File: src/rtl/wb_stage_p.sv
// wb_stage_p: registered writeback stage with load alignment and x0 suppression.
// Optional retire counter built when WB_INSTRET_EN is defined.
module wb_stage_p #(
    parameter int XLEN   = 32,
    parameter int REG_AW = 5,
    parameter int CNT_W  = 64
) (
    input  logic              clk,
    input  logic              rst,
    input  logic              i_valid,
    input  logic              i_stall,
    input  logic              i_flush,
    input  logic              i_reg_write,
    input  logic [REG_AW-1:0] i_rd,
    input  logic [1:0]        i_resultsrc,
    input  logic [XLEN-1:0]   i_result,
    input  logic [XLEN-1:0]   i_load_data,
    input  logic [1:0]        i_addr_lo,
    input  logic [2:0]        i_funct3,
    input  logic [XLEN-1:0]   i_pc_4,
    input  logic [XLEN-1:0]   i_csr_data,
    output logic              o_rf_wr,
    output logic [REG_AW-1:0] o_rf_addr,
    output logic [XLEN-1:0]   o_rf_data,
    output logic              o_retire,
    output logic [CNT_W-1:0]  o_instret
);

    logic            cap;
    logic [7:0]      ld_b;
    logic [15:0]     ld_h;
    logic [31:0]     ld_w;
    logic [XLEN-1:0] ld_val;
    logic [XLEN-1:0] wb_data;

    assign cap  = i_valid & ~i_stall & ~i_flush;
    assign ld_w = i_load_data[31:0];
    assign ld_h = i_addr_lo[1] ? ld_w[31:16] : ld_w[15:0];

    always_comb begin
        ld_b = ld_w[7:0];
        unique case (i_addr_lo)
            2'd0: ld_b = ld_w[7:0];
            2'd1: ld_b = ld_w[15:8];
            2'd2: ld_b = ld_w[23:16];
            2'd3: ld_b = ld_w[31:24];
        endcase
    end

    // LD on a 32-bit datapath collapses to LW since the full word is 32 bits
    always_comb begin
        ld_val = i_load_data;
        unique case (i_funct3)
            3'b000: ld_val = XLEN'($signed(ld_b));
            3'b001: ld_val = XLEN'($signed(ld_h));
            3'b010: ld_val = XLEN'($signed(ld_w));
            3'b011: ld_val = i_load_data;
            3'b100: ld_val = XLEN'(ld_b);
            3'b101: ld_val = XLEN'(ld_h);
            3'b110: ld_val = XLEN'(ld_w);
            3'b111: ld_val = i_load_data;
        endcase
    end

    always_comb begin
        wb_data = i_result;
        unique case (i_resultsrc)
            2'b00: wb_data = i_result;
            2'b01: wb_data = ld_val;
            2'b10: wb_data = i_pc_4;
            2'b11: wb_data = i_csr_data;
        endcase
    end

    always_ff @(posedge clk or posedge rst) begin
        if (rst) begin
            o_rf_wr   <= 1'b0;
            o_retire  <= 1'b0;
            o_rf_addr <= '0;
            o_rf_data <= '0;
        end else begin
            o_rf_wr  <= cap & i_reg_write & (|i_rd);
            o_retire <= cap;
            if (cap) begin
                o_rf_addr <= i_rd;
                o_rf_data <= wb_data;
            end
        end
    end

`ifdef WB_INSTRET_EN
    always_ff @(posedge clk or posedge rst) begin
        if (rst) begin
            o_instret <= '0;
        end else if (cap) begin
            o_instret <= o_instret + CNT_W'(1);
        end
    end
`else
    assign o_instret = '0;
`endif

endmodule
File: config.mk
export PLATFORM = sky130hd
export DESIGN_NAME = wb_stage_p
export DESIGN_NICKNAME = d
export VERILOG_FILES = /design/src/rtl/wb_stage_p.sv
export SDC_FILE = /design/constraint.sdc
export NUM_CORES = 1
export LEC_CHECK = 0
export CAP_MARGIN = 10
export CORE_MARGIN = 4
export CORE_UTILIZATION = 32
export CTS_CLUSTER_SIZE = 40
export DETAILED_ROUTE_END_ITERATION = 6
export PLACE_DENSITY = 0.81
export REMOVE_ABC_BUFFERS = 1
export SLEW_MARGIN = 20
export SYNTH_ARGS = -nofsm -noshare
export SYNTH_HDL_FRONTEND = slang
export SYNTH_SLANG_ARGS = --single-unit
export TNS_END_PERCENT = 50
File: constraint.sdc
create_clock -name clk -period 1.1 [get_ports clk]
set_clock_uncertainty 0.05 [all_clocks]
set_input_delay 0.11 -clock clk [delete_from_list [all_inputs] [get_ports clk]]
set_output_delay 0.11 -clock clk [all_outputs]
set_load 0.01 [all_outputs]
Yosys cells after proc, flatten, opt, wreduce, memory -nomap -nowiden --
Cells that the tools add are included.
Word-level totals: bits in registers 39, output and inout bits 103, word-level logic and storage cells 32
Operators by class: equal/unequal tests 13, multiplexer cells 4, bitwise gates (word level) 6, reduce and logical (&&, ||, !) cells 5
Operators by type and width (count):
- 32-bit one-hot mux with 5 select lines | 1
- 32-bit one-hot mux with 4 select lines | 1
- 8-bit one-hot mux with 4 select lines | 1
- 16-bit two-way mux | 1
- 3-bit == test (second input constant) | 4
- 2-bit == test (second input constant) | 4
- 3-bit by 2-bit == test with 1-bit output (second input constant) | 2
- 5-bit OR reduction | 1
- 1-bit bitwise AND | 4
- 2-bit by 1-bit == test with 1-bit output (second input constant) | 2
- 2-bit logical NOT | 2
- 4-bit OR reduction | 1
- 3-bit by 1-bit == test with 1-bit output (second input constant) | 1
- 3-bit logical NOT | 1
- 1-bit NOT | 2

Logic depth before layout (Yosys ltp) --
word-level depth 5, depth in mapped cells 7, gate-level depth less buffers 5

Worst setup path before layout --
Ideal clock, no wire load.
path kind in2reg, from input i_stall, to register o_rf_data[15], setup time 130 ps, data arrival time 1157 ps, data required time 920 ps, path slack -237 ps, cell stages on the path 6, cells stage by stage or3b_1 > buf_2 > buf_2 > buf_2 > a2bb2oi_1 > o31ai_1
On the way: longest elaborated chain between the ends 3
RTL lines:
- from (decl) | RTL line 11 | input logic i_stall,
- 1-bit NOT | RTL line 36 | assign cap = i_valid & ~i_stall & ~i_flush;
- 1-bit bitwise AND (2 in series) | RTL line 36
- to (signal assigned) | RTL line 86 | o_rf_data <= wb_data;
- to (decl) | RTL line 24 | output logic [XLEN-1:0] o_rf_data,
No other way between the ends. A chain may end at the register's enable or synchronous reset.

Final worst setup path --
from input i_stall, to register o_rf_data[13]
Same word-level chain as after synthesis.

==> impl_metrics.ini <==
[run_status]
status = finished, violations left
violations = negative setup slack

[grt]
grt_max_degree = 40
antenna_found_initial = 0
track_usage_pct = 22.8
use_met2_pct = 40.8
use_met3_pct = 5.82
grt_pass1_wl_um = 23200
grt_pass1_vias = 4412
met1_usage_pct = 26.5
grt.overflow.total = 0
grt.busiest_layer = met2

[floorplanning]
core_area_sq_um = 10400
rows = 37
initial_core_util_pct = 33.2
fp.dieW_um = 112
die_area_sq_um = 12500
io_pins = 249
die_h_um = 112

[sta]
min_period_ns = 1.21
slew_violations = 0
post-route-period-util_pct = 110
fin_tns_setup_ns = -1.37
max_freq_mhz = 825
grt_setup_unrepaired = yes
setup_viol_count_final = 30
fin_ws_ns = -0.112
hold_viol = 0

[cts]
cts.sinks = 39
clock-root-buffer = clkbuf_8
cts_buffers = 5
path_clk_slew_ns = 0.10
cts_buffer_depth = 2
htree_levels = 2
clock_latency_ns = 0.29
cts_tree = built

[worst_setup_path]
startpoint_type = input port
cp_data_arrival_time_ns = 1.38
critPathCaptureType = register
crit_type = in2reg
required_ns = 1.27
cp_max_fo = 6

[detailed_routing]
ant_nets = 0
drt_wl_total_um = 15600
vias = 4301
drtIter0Drc = 305
routed_via_density = 5.42
first_pass_iters = 5
wl_per_cell_um = 19.6
drc = 0

[finish]
final_nets = 803
diodes = 0
design_area_sq_um = 6020
synthToLayoutAreaGrowth_pct = 74.0
layout_commonest_cell = clkdlybuf4s50_1
layout-drive-gt1-share_pct = 29.2
layout_common_cells = 123 x clkdlybuf4s50_1, 64 x conb_1, 60 x buf_4, 43 x nor2_1, 39 x dfrtp_1

[synthesis]
synth_area_per_cell_sq_um = 8.12
ys_async_sr_fraction_pct = 100
synth.distinct_cells = 48
yosysWarnings = 0
synth-edff-count = 0
yosysSeqAreaShare_pct = 28.2
synth_area_sq_um = 3460
ys_seq_elements = 39
synthCells = 426
synthFlopType = dfrtp_1

[power]
seqPwrFrac_pct = 31.6
p_sw_share_pct = 33.5
p_leak_nw = 2.68
clkPwrFrac_pct = 25.5
power.total_w = 0.00586
power.density_nw_per_um2 = 974
peakVddDrop_v = 0.000709
p_int_w = 0.00390
p_sw_w = 0.00196
pwr-share-comb_pct = 42.8

[flow_run]
max_cap_viol_count = 0

[min_path]
hold_class = in2async

[placed_design]
dpl_cell_area_sq_um = 5630
hpwl_um = 11800
place.gp.congestion = 0.871
placement.io_buffers = 184
place_ws_ns = -0.958
[critical path, cell delays in order]
cell	delay, ns
buf_6	0.09
or3b_4	0.41
buf_6	0.15
nor2_4	0.16
buf_6	0.13
nand3_4	0.12
o221ai_1	0.22
[through the flow]
step | std cells | hold slack, ns | utilization, %
global route | 794 | 0.126 | 57.8
detailed placement | 779 | 0.425 | 54.0
CTS | 794 | 0.117 | 57.9
floorplan | 390 | 0.165 | -
global placement | 779 | 0.408 | 54.0
finish | 794 | 0.117 | 57.8
[power by group through the flow]
stage	sequential (W)	clock (W)	combinational, W
floorplan	0.00198	0	0.000744
global placement	0.00186	0	0.00242
detailed placement	0.00187	0	0.00249
CTS	0.00185	0.00151	0.00249
global route	0.00188	0.00159	0.00269
finish	0.00185	0.00150	0.00251
[cell type report]
type,instances,area [sq um]
fillers,951,4400
inverters,4,17.5
multi-input cells,347,2380
repair buffers,260,2340
well taps,136,170
clock inverters,3,67.6
flip-flops and latches,39,976
clock buffers,5,68.8
[metal layers]
layer  wire [um]  share of wire (%)
met1        5810                 37
met2        7770                 50
met3        1430                9.2
met4         547                3.5
met5           0                  0
[cell families after synthesis]
| group | after synthesis | share of synthesized area, % |
|---|---|---|
| other | 1 | 0.108 |
| buffers and inverters | 103 | 19.7 |
| AND/OR/NAND/NOR | 109 | 14.6 |
| multiplexers | 32 | 9.41 |
| AO/OA/AOI/OAI | 142 | 27.9 |
| flip-flops | 39 | 28.2 |
[cell usage after synthesis, types with 2 or more instances]
master	instances	area (sq um)
o22ai_1	51	319
clkbuf_1	9	33.8
dfrtp_1	39	976
nor2_1	43	161
buf_2	17	85.1
nor2b_1	2	12.5
nand3_1	2	10.0
nor3_1	2	10.0
nand2b_1	4	25.0
a21o_1	6	45.0
a22oi_1	2	15.0
a2bb2oi_1	3	26.3
buf_4	67	503
a221o_1	6	60.1
inv_1	3	11.3
nand2_1	38	143
o21ai_0	23	115
a211oi_1	16	120
mux2i_1	30	300
or3_1	8	50.1
o2bb2ai_1	2	17.5
buf_6	3	33.8
a21oi_1	9	45.0
o221ai_1	9	78.8
buf_1	3	11.3
a31oi_1	7	43.8
[registers in the layout, indices dropped and copies added (netlist names)]
name,cells
o_rf_data,32
o_rf_addr,5
o_retire,1
o_rf_wr,1
[final timing paths]
kind | startpoint | to | cells after the start | slack, ns
worst min register to register | o_rf_addr[0] | o_rf_addr[0] | 2 | 0.45
worst min-delay path | rst | o_rf_data[15] | 3 | 0.12
max in group asynchronous | rst | o_rf_data[11] | 3 | 0.68
worst max register to register | o_rf_data[20] | o_rf_data[20] | 2 | 0.20
min in group clk | i_load_data[15] | o_rf_data[15] | 3 | 0.25
worst max-delay path | i_stall | o_rf_data[13] | 7 | -0.11
[what timing repair did]
item	CTS	global route
resized for setup	187	77
hold buffers	0	0
setup endpoints to repair	78	67
setup buffers	6	2
pin swaps	18	8
cloned	1	1
Note: power is estimated with default switching activity, not from simulation.
